### config.mk
export PLATFORM = sky130hd
export DESIGN_NAME = conv_layer_sched_flat
export DESIGN_NICKNAME = d
export VERILOG_FILES = /design/src/rtl/conv_layer_sched_if.sv /design/src/rtl/conv_layer_sched.sv /design/src/flat_wrapper.sv
export SDC_FILE = /design/constraint.sdc
export NUM_CORES = 1
export LEC_CHECK = 0
export BUFFER_PORTS_ARGS = -buffer_cell sky130_fd_sc_hd__buf_2
export CAP_MARGIN = 5
export CORE_MARGIN = 8
export CORE_UTILIZATION = 52
export CTS_CLUSTER_SIZE = 40
export DETAILED_ROUTE_END_ITERATION = 6
export HOLD_SLACK_MARGIN = 0.08
export PLACE_DENSITY = 0.8
export SLEW_MARGIN = 15
export SYNTH_ARGS = -nofsm -noshare
export SYNTH_HDL_FRONTEND = slang
export SYNTH_SLANG_ARGS = --single-unit
### constraint.sdc
create_clock -name clk -period 2.3 [get_ports clk]
set_clock_uncertainty 0.15 [all_clocks]
set_input_delay 0.115 -clock clk [delete_from_list [all_inputs] [get_ports clk]]
set_output_delay 0.115 -clock clk [all_outputs]
set_load 0.05 [all_outputs]
### src/rtl/conv_layer_sched_if.sv
// Handshake/bus bundle between the layer sequencer, conv_layer_sched and the pass controller.
// master = environment side (sequencer + pass controller), slave = the scheduler itself.
interface conv_layer_sched_if #(
    parameter int unsigned ADDR_W = 14
);
    logic              start;
    logic              abort;
    logic [ADDR_W-1:0] img_base;
    logic [ADDR_W-1:0] kernel_base;
    logic [ADDR_W-1:0] result_base;
    logic              completed;
    logic              en_conv2d;
    logic [ADDR_W-1:0] pix_base_addr;
    logic [ADDR_W-1:0] kernel_base_addr;
    logic [ADDR_W-1:0] base_result_addr;
    logic              accumulate;
    logic [7:0]        filter_idx;
    logic [7:0]        chan_idx;
    logic              busy;
    logic              layer_done;
    logic              timeout_err;

    modport master (
        output start, abort, img_base, kernel_base, result_base, completed,
        input  en_conv2d, pix_base_addr, kernel_base_addr, base_result_addr, accumulate,
               filter_idx, chan_idx, busy, layer_done, timeout_err
    );

    modport slave (
        input  start, abort, img_base, kernel_base, result_base, completed,
        output en_conv2d, pix_base_addr, kernel_base_addr, base_result_addr, accumulate,
               filter_idx, chan_idx, busy, layer_done, timeout_err
    );
endinterface

### src/rtl/conv_layer_sched.sv
// Convolution layer scheduler: walks (filter, channel) passes and drives the pass controller.
// Optional per-pass watchdog enabled by defining SCHED_TIMEOUT_EN.
module conv_layer_sched #(
    parameter int unsigned IMG_WIDTH      = 48,
    parameter int unsigned KERNEL_SIZE    = 3,
    parameter int unsigned NUM_FILTERS    = 8,
    parameter int unsigned NUM_CHANNELS   = 3,
    parameter int unsigned ADDR_W         = 14,
    parameter int unsigned TIMEOUT_CYCLES = 4096
) (
    input logic              clk,
    input logic              rst,
    conv_layer_sched_if.slave bus
);
    localparam int unsigned OutW = IMG_WIDTH - KERNEL_SIZE + 1;

    localparam logic [ADDR_W-1:0] PlaneInc  = ADDR_W'(IMG_WIDTH * IMG_WIDTH);
    localparam logic [ADDR_W-1:0] KareaInc  = ADDR_W'(KERNEL_SIZE * KERNEL_SIZE);
    localparam logic [ADDR_W-1:0] OplaneInc = ADDR_W'(OutW * OutW);
    localparam logic [7:0]        LastF     = 8'(NUM_FILTERS - 1);
    localparam logic [7:0]        LastC     = 8'(NUM_CHANNELS - 1);

    localparam logic [2:0] StIdle = 3'd0;
    localparam logic [2:0] StLoad = 3'd1;
    localparam logic [2:0] StRun  = 3'd2;
    localparam logic [2:0] StGap  = 3'd3;
    localparam logic [2:0] StDone = 3'd4;

    if (NUM_FILTERS < 1 || NUM_FILTERS > 256 || NUM_CHANNELS < 1 || NUM_CHANNELS > 256 ||
        TIMEOUT_CYCLES < 1 || KERNEL_SIZE > IMG_WIDTH) begin : g_param_check
        $error("conv_layer_sched: illegal parameter combination");
    end

    logic [2:0]        state_q, state_d;
    logic [ADDR_W-1:0] img_q, pix_q, kern_q, res_q;
    logic [7:0]        f_q, c_q;
    logic              last_pass;
    logic              accept_start;
    logic              timeout_hit;

    assign last_pass    = (f_q == LastF) && (c_q == LastC);
    assign accept_start = (state_q == StIdle) && bus.start;

    always_comb begin
        state_d = state_q;
        unique case (state_q)
            StIdle: if (bus.start) state_d = StLoad;
            StLoad: state_d = StRun;
            StRun: begin
                if (bus.completed)  state_d = StGap;
                else if (timeout_hit) state_d = StIdle;
            end
            StGap:  state_d = last_pass ? StDone : StLoad;
            StDone: state_d = StIdle;
            default: state_d = StIdle;
        endcase
        // Abort beats everything, including a coincident completed.
        if (bus.abort && (state_q != StIdle)) state_d = StIdle;
    end

    always_ff @(posedge clk) begin
        if (rst) state_q <= StIdle;
        else     state_q <= state_d;
    end

    // Incremental address generation; the channel wrap reloads the pixel plane base.
    always_ff @(posedge clk) begin
        if (rst) begin
            img_q  <= '0;
            pix_q  <= '0;
            kern_q <= '0;
            res_q  <= '0;
            f_q    <= '0;
            c_q    <= '0;
        end else if (accept_start) begin
            img_q  <= bus.img_base;
            pix_q  <= bus.img_base;
            kern_q <= bus.kernel_base;
            res_q  <= bus.result_base;
            f_q    <= '0;
            c_q    <= '0;
        end else if ((state_q == StGap) && !bus.abort && !last_pass) begin
            kern_q <= kern_q + KareaInc;
            if (c_q == LastC) begin
                c_q   <= '0;
                f_q   <= f_q + 8'd1;
                pix_q <= img_q;
                res_q <= res_q + OplaneInc;
            end else begin
                c_q   <= c_q + 8'd1;
                pix_q <= pix_q + PlaneInc;
            end
        end
    end

`ifdef SCHED_TIMEOUT_EN
    localparam int unsigned CntW = $clog2(TIMEOUT_CYCLES + 1);

    logic [CntW-1:0] cnt_q;
    logic            terr_q;

    assign timeout_hit = (state_q == StRun) && (cnt_q == CntW'(TIMEOUT_CYCLES - 1));

    always_ff @(posedge clk) begin
        if (rst) begin
            cnt_q  <= '0;
            terr_q <= 1'b0;
        end else begin
            if (state_q == StLoad)     cnt_q <= '0;
            else if (state_q == StRun) cnt_q <= cnt_q + 1'b1;
            if (accept_start) terr_q <= 1'b0;
            else if (timeout_hit && !bus.completed && !bus.abort) terr_q <= 1'b1;
        end
    end

    assign bus.timeout_err = terr_q;
`else
    assign timeout_hit     = 1'b0;
    assign bus.timeout_err = 1'b0;
`endif

    assign bus.en_conv2d        = (state_q == StRun);
    assign bus.busy             = (state_q != StIdle);
    assign bus.layer_done       = (state_q == StDone);
    assign bus.pix_base_addr    = pix_q;
    assign bus.kernel_base_addr = kern_q;
    assign bus.base_result_addr = res_q;
    assign bus.accumulate       = (c_q != 8'd0);
    assign bus.filter_idx       = f_q;
    assign bus.chan_idx         = c_q;
endmodule

### src/flat_wrapper.sv
// flat-port wrapper written by rule: the top's interface ports become plain ports
module conv_layer_sched_flat 
#(
    parameter int unsigned IMG_WIDTH      = 48,
    parameter int unsigned KERNEL_SIZE    = 3,
    parameter int unsigned NUM_FILTERS    = 8,
    parameter int unsigned NUM_CHANNELS   = 3,
    parameter int unsigned ADDR_W         = 14,
    parameter int unsigned TIMEOUT_CYCLES = 4096
)
  (clk, rst, bus_start, bus_abort, bus_img_base, bus_kernel_base, bus_result_base, bus_completed, bus_en_conv2d, bus_pix_base_addr, bus_kernel_base_addr, bus_base_result_addr, bus_accumulate, bus_filter_idx, bus_chan_idx, bus_busy, bus_layer_done, bus_timeout_err);
  conv_layer_sched_if #(.ADDR_W(ADDR_W)) bus_i ();
  input logic clk;
  input logic rst;
  input wire logic [$bits(bus_i.start)-1:0] bus_start;
  input wire logic [$bits(bus_i.abort)-1:0] bus_abort;
  input wire logic [$bits(bus_i.img_base)-1:0] bus_img_base;
  input wire logic [$bits(bus_i.kernel_base)-1:0] bus_kernel_base;
  input wire logic [$bits(bus_i.result_base)-1:0] bus_result_base;
  input wire logic [$bits(bus_i.completed)-1:0] bus_completed;
  output wire logic [$bits(bus_i.en_conv2d)-1:0] bus_en_conv2d;
  output wire logic [$bits(bus_i.pix_base_addr)-1:0] bus_pix_base_addr;
  output wire logic [$bits(bus_i.kernel_base_addr)-1:0] bus_kernel_base_addr;
  output wire logic [$bits(bus_i.base_result_addr)-1:0] bus_base_result_addr;
  output wire logic [$bits(bus_i.accumulate)-1:0] bus_accumulate;
  output wire logic [$bits(bus_i.filter_idx)-1:0] bus_filter_idx;
  output wire logic [$bits(bus_i.chan_idx)-1:0] bus_chan_idx;
  output wire logic [$bits(bus_i.busy)-1:0] bus_busy;
  output wire logic [$bits(bus_i.layer_done)-1:0] bus_layer_done;
  output wire logic [$bits(bus_i.timeout_err)-1:0] bus_timeout_err;
  assign bus_i.start = bus_start;
  assign bus_i.abort = bus_abort;
  assign bus_i.img_base = bus_img_base;
  assign bus_i.kernel_base = bus_kernel_base;
  assign bus_i.result_base = bus_result_base;
  assign bus_i.completed = bus_completed;
  assign bus_en_conv2d = bus_i.en_conv2d;
  assign bus_pix_base_addr = bus_i.pix_base_addr;
  assign bus_kernel_base_addr = bus_i.kernel_base_addr;
  assign bus_base_result_addr = bus_i.base_result_addr;
  assign bus_accumulate = bus_i.accumulate;
  assign bus_filter_idx = bus_i.filter_idx;
  assign bus_chan_idx = bus_i.chan_idx;
  assign bus_busy = bus_i.busy;
  assign bus_layer_done = bus_i.layer_done;
  assign bus_timeout_err = bus_i.timeout_err;
  conv_layer_sched #(.IMG_WIDTH(IMG_WIDTH), .KERNEL_SIZE(KERNEL_SIZE), .NUM_FILTERS(NUM_FILTERS), .NUM_CHANNELS(NUM_CHANNELS), .ADDR_W(ADDR_W), .TIMEOUT_CYCLES(TIMEOUT_CYCLES)) u_core (.clk(clk), .rst(rst), .bus(bus_i));
endmodule
=== After elaboration in Yosys (flattened, before gate mapping) ===
Cells that the tools add are included.

* Equal/unequal tests: 8
* Reduce and logical (&&, ||, !) cells: 17
* $add $sub $neg: 5
* Muxes and demuxes: 13

{| class="wikitable"
|+ Operator list
! operator !! number
|-
| 14-bit two-way mux || 8
|-
| 14-bit by 12-bit adder with 14-bit output (second input constant) || 2
|-
| 8-bit by 1-bit adder with 8-bit output (second input constant) || 2
|-
| 14-bit by 4-bit adder with 14-bit output (second input constant) || 1
|-
| 3-bit one-hot mux with 4 select lines || 1
|-
| 3-bit two-way mux || 3
|-
| 8-bit by 2-bit equality test with 1-bit output (second input constant) || 1
|-
| 8-bit by 3-bit equality test with 1-bit output (second input constant) || 1
|-
| 8-bit two-way mux || 1
|-
| 8-bit nonzero test || 1
|-
| 3-bit by 2-bit equality test with 1-bit output (second input constant) || 2
|-
| 2-bit AND reduction || 3
|-
| 1-bit logical AND || 5
|-
| 2-bit != test (second input constant) || 2
|-
| 2-bit nonzero test || 2
|-
| 2-bit OR reduction || 2
|-
| 3-bit by 1-bit equality test with 1-bit output (second input constant) || 1
|-
| 3-bit equality test (second input constant) || 1
|-
| 3-bit zero test || 1
|-
| 3-bit nonzero test || 1
|-
| 1-bit zero test || 2
|}

* Bits in registers: 75
* Logic and storage cells: 50
* Bits of input ports: 47
* Output and inout port bits: 63

=== Logic depth before layout (Yosys ltp) ===
Gate-level depths: netlist of run 1.

* Depth in word-level cells: 6
* Depth in mapped cells: 8
* Depth with buffers taken out: 7

=== Worst setup path after synthesis of run 1 ===
OpenSTA, ideal clock, no wires.

* Path kind: flip-flop to flip-flop
* Start point: reg u_core.f_q[0], in the netlist u_core.bus.filter_idx[0]
* End point: reg u_core.kern_q[2], in the netlist u_core.bus.kernel_base_addr[2]
* Buffers on the path: 2
* Stages on the path, launching flop included: 9
* Setup time: 0.131 ns
* Data arrival time: 2.188 ns
* Period minus slack after synthesis: 2.469 ns
* Setup slack: -0.169 ns
* Data required time: 2.019 ns
* Path through: dfxtp_1 ha_1 nor4b_2 and2_1 clkbuf_1 a21oi_1 buf_2 a21oi_1 o22ai_1

* Word-level cells in the longest chain between the ends: 5

{| class="wikitable"
|+ Ends and longest elaborated chain
! element !! RTL line !! RTL
|-
| start, declared || conv_layer_sched.sv:36 || <nowiki>logic [7:0] f_q, c_q;</nowiki>
|-
| start signal, assigned || conv_layer_sched.sv:86 || <nowiki>f_q <= f_q + 8'd1;</nowiki>
|-
| 8-bit by 3-bit equality test with 1-bit output || conv_layer_sched.sv:41 || <nowiki>assign last_pass = (f_q == LastF) && (c_q == LastC);</nowiki>
|-
| 1-bit logical AND || conv_layer_sched.sv:41 ||
|-
| 1-bit zero test || conv_layer_sched.sv:82 || <nowiki>end else if ((state_q == StGap) && !bus.abort && !last_pass) begin</nowiki>
|-
| 1-bit logical AND || conv_layer_sched.sv:82 ||
|-
| 2-bit nonzero test (no line) || - ||
|-
| end signal, assigned || conv_layer_sched.sv:78 || <nowiki>kern_q <= bus.kernel_base;</nowiki>
|-
| end signal, assigned || conv_layer_sched.sv:83 || <nowiki>kern_q <= kern_q + KareaInc;</nowiki>
|-
| end, declared || conv_layer_sched.sv:35 || <nowiki>logic [ADDR_W-1:0] img_q, pix_q, kern_q, res_q;</nowiki>
|}

Every way passes these cells.
A chain may end at the register's enable or synchronous reset.

=== Worst setup path after layout of run 1 ===
* Start point: reg u_core.c_q[0], in the netlist u_core.bus.chan_idx[0]
* End point: reg u_core.pix_q[11], in the netlist u_core.bus.pix_base_addr[11]

* Word-level cells in the longest chain between the ends: 5
* Elaborated cells on any way between the ends: 8
* Those cells by class: 1 x eq/ne; 3 x mux; 4 x reduce/logical

{| class="wikitable"
|+ Ends and longest elaborated chain
! element !! RTL line !! RTL
|-
| start, declared || conv_layer_sched.sv:36 ||
|-
| start signal, assigned || conv_layer_sched.sv:90 || <nowiki>c_q <= c_q + 8'd1;</nowiki>
|-
| 8-bit by 2-bit equality test with 1-bit output * || conv_layer_sched.sv:41, conv_layer_sched.sv:84 ||
|-
| 1-bit logical AND || conv_layer_sched.sv:41 ||
|-
| 1-bit zero test || conv_layer_sched.sv:82 ||
|-
| 1-bit logical AND || conv_layer_sched.sv:82 ||
|-
| 2-bit nonzero test (no line) || - ||
|-
| end signal, assigned || conv_layer_sched.sv:77 || <nowiki>pix_q <= bus.img_base;</nowiki>
|-
| end signal, assigned || conv_layer_sched.sv:87 || <nowiki>pix_q <= img_q;</nowiki>
|-
| end signal, assigned || conv_layer_sched.sv:91 || <nowiki>pix_q <= pix_q + PlaneInc;</nowiki>
|-
| end, declared || conv_layer_sched.sv:35 ||
|}

Every way passes the cells marked *; elsewhere a longest branch is shown, timed or not. The select of a mux whose other input is x is not followed.

==> results.md, run 1 <==
* DRC violation total after the first TritonRoute iteration at 341
* Count of final hold-check violations at 0
* Leading register cell type out of synthesis: sky130_fd_sc_hd__dfxtp_1
* Horizontal die dimension at 100 µm
* Core region area at 7100 µm²
* Share of flip-flops with an asynchronous set or reset after synthesis at 0%
* CP Max Fanout at 10
* Worst Setup End Kind: flop
* Area used by multi-input combinational logic at 2100 µm²
* Type of the worst setup path: flop to flop
* Post-route fraction of the period consumed by the critical path at 96.8%
* Mean routed wirelength per cell at 16.2 µm
* Synth-to-layout area growth at 42.7%
* Number of fill cells at 521
* Part of the Yosys area used for sequential elements at 40.4%
* Ports at 110
* Most frequent cells in the layout: sky130_fd_sc_hd__buf_2 (109), sky130_fd_sc_hd__dfxtp_1 (71), sky130_fd_sc_hd__nand2_1 (70)
* Post-layout min period at 2.23 ns
* HPWL after detailed placement at 7.83 mm
* Final Instance Count excl. Fillers at 737
* Post-synth net total at 512
* Die height at 100 µm
* Maximum number of pins on one net before global-route repair at 49
* Max-Cap Viols at 0
* Cell chosen for the clock root: sky130_fd_sc_hd__clkbuf_8
* Total power at 0.00331 W
* CP Data Arrival Time at 2.32 ns
* Cell area after technology mapping at 3710 µm²
* Max-slew violations at 0
* Post-detailed-route count of antenna-violating nets at 0
* Number of iterations in the first detailed-routing pass at 5
* Number of antenna violations at the first check in global routing at 0
* TritonCTS clock tree: yes
* Layout cells sized above 1 at 29.9%
* Per-cell via count in the routed design at 5.61
* EDFF count, synth at 0
* RD Place Congestion at 0.878
* Seq cells post-synth at 75
* Via count at 4,132
* Synth unique cells at 53
* Number of sinks on the clock net at 75
* Net total in the final layout at 687
* CTS HTree Levels at 3
* Leakage at 2.28 nW
* Worst-case clock buffer depth at 2
* Crit path required time at 2.39 ns
* Yosys warning count at 0
* Unrepaired setup endpoints after global routing: yes
* Remaining design rule violation count at 0
* CTS buffer count at 9
* GRT overflow at 0
* Setup crit start kind: flop
* Reg area at 1510 µm²
* Final count of negative-setup-slack endpoints at 0
* Achievable Freq at 0.449 GHz
* Register clock-pin slew on the reported worst setup and hold paths at 0.08 ns
* Ratio of total power to cell area at 625 nW/µm²
* Wire length of the first global-routing pass at 19.3 mm
* Global Route Usage Sum at 23.7%
* Number of antenna cells inserted at 0
* Floorplan die area at 10,100 µm²
* Peak supply drop at 453 µV
* Mapped Cells at 458
* Type of the worst min-delay path: input port to flop
* Most common library cell in the layout ignoring fill and taps: sky130_fd_sc_hd__buf_2
* Final WL at 12.0 mm
* Instance count after placement with tap cells included at 673
* Initial core utilization at 52.3%
* Number of global-route vias before repair at 4,073
* Cell row count at 31
* PortBufs at 108
* Clock latency of the later-clocked register in the worst-skew pair at 0.35 ns
* Mean post-synth cell area at 8.11 µm²
* Outcome: completed
[flip-flops by register name, summed over array words and instances (netlist names)]
name and flops:
u_core.bus.base_result_addr 14, u_core.bus.chan_idx 8, u_core.bus.filter_idx 8, u_core.bus.kernel_base_addr 14, u_core.bus.pix_base_addr 14, u_core.img_q 14
u_core.state_q 3
[area by class of cell]
class	count	share of cell area (%)
tap	99	2.34
multi-input combinational	342	39.7
timing repair buffer	196	24.8
sequential	75	28.4
clock inverter	6	1.68
clock buffer	10	2.41
inverter	9	0.638
[synthesized netlist by cell type (all sizes together) (8+ instances only)]
cell,instances,area (µm²)
a311oi,13,114
buf,8,45.0
inv,9,33.8
nor2,58,218
nor3,11,60.1
nand2,70,263
nand3,20,100
clkbuf,24,90.1
nand4,21,131
xor2,21,184
xnor2,15,131
a211oi,16,120
a21oi,28,140
dfxtp,75,1500
[logic make-up after synthesis]
group           count (synthesis)  share of synthesized area [%]
flops                          75                           40.4
mux                             1                          0.303
compound gates                 82                           15.3
buf+inv                        41                           4.55
xor+xnor                       36                           8.49
fa+ha+maj                       7                           2.36
simple gates                  215                           28.4
other cells                     1                          0.101
[critical path, cell delays in order (launching register included)]
cell and delay [ns]:
sky130_fd_sc_hd__dfxtp_2 0.33, sky130_fd_sc_hd__inv_2 0.05, sky130_fd_sc_hd__ha_1 0.15, sky130_fd_sc_hd__or3b_4 0.38
sky130_fd_sc_hd__buf_4 0.16, sky130_fd_sc_hd__nor3_4 0.23, sky130_fd_sc_hd__nand2_1 0.19, sky130_fd_sc_hd__buf_4 0.24
sky130_fd_sc_hd__o221ai_1 0.17, sky130_fd_sc_hd__nand2_1 0.06
[layer usage]
layer | global-route usage [%] | wire [µm]
met1 | 26.5 | 4740
met2 | 40.3 | 5910
met3 | 7.04 | 984
met4 | 11.3 | 334
met5 | 0 | 0
[worst paths after layout]
path | to | slack [ns] | cells past startpoint | start
worst min-delay path | u_core.state_q[0]$_SDFFE_PP0P_ | 0.17 | 4 | bus_start
worst min register to register | u_core.img_q[6]$_SDFFE_PP0P_ | 0.31 | 2 | u_core.img_q[6]$_SDFFE_PP0P_
worst max-delay path | u_core.bus.pix_base_addr[11]$_SDFFE_PP0P_ | 0.07 | 9 | u_core.bus.chan_idx[0]$_SDFFE_PP0P_
worst max register to register | u_core.bus.pix_base_addr[11]$_SDFFE_PP0P_ | 0.07 | 9 | u_core.bus.chan_idx[0]$_SDFFE_PP0P_
[power breakdown]
group	total (W)	internal, W	switching [W]
registers	0.00147	0.00138	0.0000825
logic	0.000715	0.000243	0.000472
clock network	0.00113	0.000613	0.000517
[through the flow]
stage	utilization (%)	hold WS [ns]	setup slack [ns]	instance area [µm²]	setup TNS, ns
after global routing	74.7	0.200	-0.0435	5300	-0.182
after detailed placement	64.1	0.177	-0.0900	4550	-0.375
after CTS	73.6	0.118	0.00734	5220	0
after global placement	64.1	0.179	-0.0752	4550	-0.205
final	74.7	0.175	0.0736	5300	0
after floorplan	-	0.0420	0.0100	3720	0
[timing repair]
| action | in CTS | in global routing |
|---|---|---|
| hold buffers | 45 | 0 |
| endpoints found under the setup margin | 9 | 25 |
| resized for setup | 1 | 12 |
| endpoints found under the hold margin | 58 | 0 |
| setup buffers | 0 | 2 |
| pin swaps | 0 | 3 |
| cloned | 0 | 1 |
No activity file was read; power rests on OpenSTA's default activity.
==> run 2, diff against run 1 <==
CORE_UTILIZATION = 47   (was 52)
PLACE_DENSITY = 0.77   (was 0.8)
clock period = 1.96 ns   (was 2.3 ns; I/O delays follow)
==> run 2 against run 1 <==
Effect of this change:
- the run now ends with negative setup slack left
- sequential cell count unchanged
- via count increased by 0.61%
- critical path depth decreased by 1
- fmax increased by 7.7%
==> results.md, run 2 (synthesis gave the netlist of run 1 again) <==
* Outcome: finished with violations
* Failing checks: negative setup slack
* Type of the worst setup path: flop to flop
* Core region area at 7690 µm²
* Maximum number of pins on one net before global-route repair at 36
* Number of antenna violations at the first check in global routing at 0
* GRT overflow at 0
* Achievable Freq at 0.484 GHz
* Crit path required time at 2.09 ns
* Count of final hold-check violations at 0
* Register clock-pin slew on the reported worst setup and hold paths at 0.08 ns
* Post-route fraction of the period consumed by the critical path at 105%
* Peak supply drop at 456 µV
* Per-cell via count in the routed design at 5.54
* Clock latency of the later-clocked register in the worst-skew pair at 0.36 ns
* Max-slew violations at 0
* Via count at 4,157
* Share of total power in sequential cells at 43.3%
* Number of iterations in the first detailed-routing pass at 5
* Critical-path top delay cell: sky130_fd_sc_hd__or3b_4
* Final count of negative-setup-slack endpoints at 29
* PortBufs at 108
* CTS buffer count at 9
* Switching fraction of total power at 31.9%
* Max-Cap Viols at 0
* Mean routed wirelength per cell at 16.8 µm
* Worst hold stages at 4
* RD Place Congestion at 0.879
* Unrepaired setup endpoints after global routing: yes
* Synth-to-layout area growth at 53.6%
* Series of cell instances along the critical path: inv_4, ha_4, or3b_4, nor3_4, buf_6, nand4_1, xor2_1, a211oi_1
* Length in cells of the worst reg-to-reg path at 8
* Cell internal pwr at 0.00270 W
* Worst Setup End Kind: flop
* Final-layout setup total negative slack at -1.26 ns
* Power spent charging and discharging nets at 0.00127 W
* Instance count after placement with tap cells included at 682
* Ports at 110
* Hold Slack at 0.154 ns
* Cell chosen for the clock root: sky130_fd_sc_hd__clkbuf_8
* Type of the worst min-delay path: input port to flop
* PnR worst setup slack at -0.106 ns
* Slowest cell delay on critical path at 0.42 ns
* Number of sinks on the clock net at 75
* Horizontal die dimension at 105 µm
* Cell row count at 32
* CP Data Arrival Time at 2.20 ns
* Layout Cell Area excl Fill at 5700 µm²
* Layout cells sized above 1 at 37.2%
* Post-layout min period at 2.07 ns
* Leakage at 2.40 nW
* Ratio of total power to cell area at 697 nW/µm²
* Final Instance Count excl. Fillers at 750
* Fraction of power consumed by combinational cells at 22.4%
* Most frequent cells in the layout: sky130_fd_sc_hd__buf_2 (108), sky130_fd_sc_hd__nand2_1 (67), sky130_fd_sc_hd__nor2_1 (57)
* Global Route Usage Sum at 21.7%
* Post-detailed-route count of antenna-violating nets at 0
* Placed standard-cell area at 4690 µm²
* TritonCTS clock tree: yes
* Initial core utilization at 48.3%
* Remaining design rule violation count at 0
* Number of global-route vias before repair at 4,043
* HPWL after detailed placement at 8.01 mm
* CTS HTree Levels at 3
* DRC violation total after the first TritonRoute iteration at 289
* Wire length of the first global-routing pass at 19.8 mm
* Final WL at 12.6 mm
* Final Util at 74.2%
* Number of fill cells at 529
* Floorplan die area at 11,000 µm²
* Net total in the final layout at 697
* CP Max Fanout at 5
* Number of antenna cells inserted at 0
* Most common library cell in the layout ignoring fill and taps: sky130_fd_sc_hd__buf_2
* Setup crit start kind: flop
* Clock network power share at 34.3%
* Worst-case clock buffer depth at 2
* Die height at 105 µm
==> run 2: stage by stage <==
step,worst slack [ns],power (W)
after global routing,-0.185,0.00412
final,-0.106,0.00397
after global placement,-0.0630,0.00250
after CTS,-0.0823,0.00393
after floorplan,-0.0994,0.00228
after detailed placement,-0.106,0.00251
==> run 2: power groups by stage <==
stage	Sequential (W)	Combinational, W	Clock, W
detailed placement	0.00174	0.000765	0
finish	0.00172	0.000888	0.00136
global route	0.00173	0.000947	0.00144
CTS	0.00171	0.000842	0.00138
floorplan	0.00199	0.000286	0
global placement	0.00174	0.000757	0
==> run 2: timing repair <==
item                                    CTS  global route
hold buffers                             45             0
endpoints found under the hold margin    58             0
gates cloned                              2             0
pin swaps                                13            26
endpoints found under the setup margin   32            61
gates resized for setup                  21            39
setup buffers                             2             3
==> run 2: worst max-delay path: cells and delay by family (launching register included) <==
| family | cells | cell delay [ns] |
|---|---|---|
| XOR/XNOR | 1 | 0.18 |
| buffers and inverters | 2 | 0.21 |
| flip-flops | 1 | 0.36 |
| AO/OA/AOI/OAI | 1 | 0.22 |
| adder cells (fa/ha/maj) | 1 | 0.11 |
| AND/OR/NAND/NOR | 3 | 0.76 |
==> run 2: metal layers <==
layer | vias to the layer above | wire, µm | track usage, %
met5 | - | 0 | 0
met4 | 0 | 397 | 11.3
met3 | 40 | 947 | 6.08
met2 | 182 | 6170 | 36.1
met1 | 1931 | 5100 | 24.9
li1 | 2004 | - | -
==> run 2: layout make-up <==
class                   count  area, µm²  share of cell area, %
clock buffers              13        191                   3.36
clock inverters             3       40.0                  0.702
inverters                   9       36.3                  0.637
multi-input cells         342       2310                   40.6
flip-flops and latches     75       1540                   27.0
well taps                 102        128                   2.24
repair buffers            206       1450                   25.4
==> run 2: path summary, 6_finish.rpt <==
check,start,end,slack [ns]
setup / recovery,u_core.bus.chan_idx[0]$_SDFFE_PP0P_,u_core.bus.base_result_addr[10]$_SDFFE_PP0P_,-0.11
hold / removal,bus_abort,u_core.state_q[2]$_SDFFE_PP0P_,0.15
setup reg to reg,u_core.bus.chan_idx[0]$_SDFFE_PP0P_,u_core.bus.base_result_addr[10]$_SDFFE_PP0P_,-0.11
hold reg to reg,u_core.img_q[1]$_SDFFE_PP0P_,u_core.img_q[1]$_SDFFE_PP0P_,0.31
==> run 3, diff against run 2 <==
PLACE_DENSITY = 0.83   (was 0.77)
==> run 3 against run 2 <==
Effect of this change:
- the run still ends with negative setup slack left
- clock power decreased by 4%
- first-iteration DRC count increased by 27%
- sequential share of layout area decreased by 0.74 points
- power decreased by 1.3%
- final cell count increased by 0.93%
- sequential cell count unchanged
- global-route usage increased by 0.85 points
- wire length increased by 13%
- sequential power about the same
- via count increased by 6.2%
- register-to-register slack got worse by 0.16 ns
- die area unchanged
==> results.md, run 3 (synthesis gave the netlist of run 1 again) <==
* Mean routed wirelength per cell at 18.8 µm
* Per-cell via count in the routed design at 5.83
* Most frequent cells in the layout: sky130_fd_sc_hd__buf_2 (108), sky130_fd_sc_hd__nand2_1 (59), sky130_fd_sc_hd__dfxtp_1 (57)
* Final count of negative-setup-slack endpoints at 51
* Type of the worst setup path: flop to flop
* Leakage at 2.44 nW
* Global Route Usage Sum at 22.6%
* Unrepaired setup endpoints after global routing: yes
* Startpoint of the worst hold path: rst
* Worst-case clock buffer depth at 2
* Crit path required time at 2.08 ns
* Most common library cell in the layout ignoring fill and taps: sky130_fd_sc_hd__buf_2
* Post-layout min period at 2.22 ns
* PortBufs at 108
* Setup crit start kind: flop
* Worst Setup End Kind: flop
* PnR worst setup slack at -0.262 ns
* Slew at the pin closest to its max-slew limit at 0.550 ns
* Ports at 110
* Number of iterations in the first detailed-routing pass at 6
* Remaining design rule violation count at 0
* CTS buffer count at 9
* Achievable Freq at 0.450 GHz
* Type of the worst min-delay path: input port to flop
* Length in cells of the worst reg-to-reg path at 9
* Worst reg2reg path startpoint: u_core.bus.chan_idx[0]$_SDFFE_PP0P_
* Failing checks: negative setup slack
* Max-Cap Viols at 0
* Worst hold stages at 3
* Peak supply drop at 508 µV
* Maximum number of pins on one net before global-route repair at 41
* RD Place Congestion at 0.882
* Die height at 105 µm
* TritonCTS clock tree: yes
* Wire length of the first global-routing pass at 20.9 mm
* CTS HTree Levels at 3
* Outcome: finished with violations
* Synth-to-layout area growth at 57.8%
* Min-Delay Endpoint: u_core.bus.pix_base_addr[9]$_SDFFE_PP0P_
* Count of final hold-check violations at 0
* Final WL at 14.2 mm
* Floorplan die area at 11,000 µm²
* Post-route fraction of the period consumed by the critical path at 113%
* Initial core utilization at 48.3%
* Ratio of total power to cell area at 669 nW/µm²
* Via count at 4,413
* Hold Slack at 0.142 ns
* Max-slew violations at 0
* Number of antenna violations at the first check in global routing at 1
* GRT overflow at 0
* Reg-to-reg endpoint: u_core.bus.chan_idx[0]$_SDFFE_PP0P_
* Register clock-pin slew on the reported worst setup and hold paths at 0.09 ns
* Cell row count at 32
* Layout cells sized above 1 at 40.4%
* Clock latency of the later-clocked register in the worst-skew pair at 0.36 ns
* HPWL after detailed placement at 8.12 mm
* Number of sinks on the clock net at 75
* Max-slew headroom at the worst pin at 62.9%
* CP Max Fanout at 14
* CP Data Arrival Time at 2.34 ns
* Number of global-route vias before repair at 4,315
* Setup slack of the most critical reg-to-reg path at -0.26 ns
* Core region area at 7690 µm²
* Net total in the final layout at 704
* Post-detailed-route count of antenna-violating nets at 0
* Cell chosen for the clock root: sky130_fd_sc_hd__clkbuf_8
* Horizontal die dimension at 105 µm
* Final-layout setup total negative slack at -6.18 ns
* DRC violation total after the first TritonRoute iteration at 367
## run 3: cell types whose count changed in the layout (fill, tap and decap cells not counted), sizes merged
cell	before	now
clkbuf	13	10
buf	161	168
clkinvlp	0	1
clkinv	2	1
inv	9	11
diode	0	1
## run 3: worst max-delay path by stage
stage / start / end
finish: u_core.bus.chan_idx[0]$_SDFFE_PP0P_ / u_core.bus.chan_idx[0]$_SDFFE_PP0P_
global route: u_core.bus.chan_idx[0]$_SDFFE_PP0P_ / u_core.bus.chan_idx[0]$_SDFFE_PP0P_
CTS: u_core.bus.chan_idx[3]$_SDFFE_PP0P_ / u_core.bus.filter_idx[6]$_SDFFE_PP0P_
detailed placement: u_core.bus.chan_idx[0]$_SDFFE_PP0P_ / u_core.bus.base_result_addr[9]$_SDFFE_PP0P_
global placement: u_core.bus.chan_idx[0]$_SDFFE_PP0P_ / u_core.bus.base_result_addr[13]$_SDFFE_PP0P_
floorplan: u_core.bus.chan_idx[1]$_SDFFE_PP0P_ / u_core.bus.base_result_addr[8]$_SDFFE_PP0P_
## run 3: area by class of cell
class | count | area (µm²)
diodes | 1 | 2.50
clock buffers | 10 | 149
clock inverters | 5 | 57.6
fillers | 508 | 1830
inverters | 9 | 36.3
multi-input cells | 342 | 2430
flip-flops and latches | 75 | 1540
well taps | 102 | 128
repair buffers | 213 | 1520
## run 3: what timing repair did
action                                  4_1_cts  5_1_grt
setup buffers                                 9        9
hold buffers                                 44        1
gates cloned                                  2        0
pin swaps                                    16       54
hold endpoints to repair                     58        1
resized for setup                            31       58
endpoints found under the setup margin       50       55
## run 3: power breakdown
group	internal [W]	leakage [nW]	switching [W]
Sequential	0.00162	0.627	0.000107
Clock	0.000662	0.104	0.000638
Combinational	0.000312	1.71	0.000585
## run 3: stage by stage
step | power, W | worst slack, ns | instances | instance area [µm²] | utilization [%]
4_1_cts | 0.00383 | -0.113 | 747 | 5510 | 71.7
3_5_place_dp | 0.00250 | -0.208 | 677 | 4640 | 60.3
3_3_place_gp | 0.00249 | -0.101 | 677 | 4640 | 60.3
6_report | 0.00392 | -0.262 | 757 | 5860 | 76.2
5_1_grt | 0.00405 | -0.269 | 757 | 5860 | 76.2
2_1_floorplan | 0.00228 | -0.0994 | 458 | 3810 | -
## run 3: critical path: stages, from the launching register on
cell and delay, ns:
sky130_fd_sc_hd__dfxtp_4 0.37, sky130_fd_sc_hd__inv_4 0.07, sky130_fd_sc_hd__ha_4 0.14, sky130_fd_sc_hd__or3b_4 0.41, sky130_fd_sc_hd__buf_6 0.14, sky130_fd_sc_hd__nor2_4 0.18
sky130_fd_sc_hd__a21oi_4 0.17, sky130_fd_sc_hd__buf_4 0.19, sky130_fd_sc_hd__xnor2_2 0.13, sky130_fd_sc_hd__nor2_1 0.18
## run 3: layer usage
metal	vias to the layer above	share of wire, %	track usage (%)
met1	2110	38	25.1
met5	-	0	0
met3	48	8.2	5.84
met2	240	50	40.6
li1	2015	-	-
met4	0	3.7	7.95
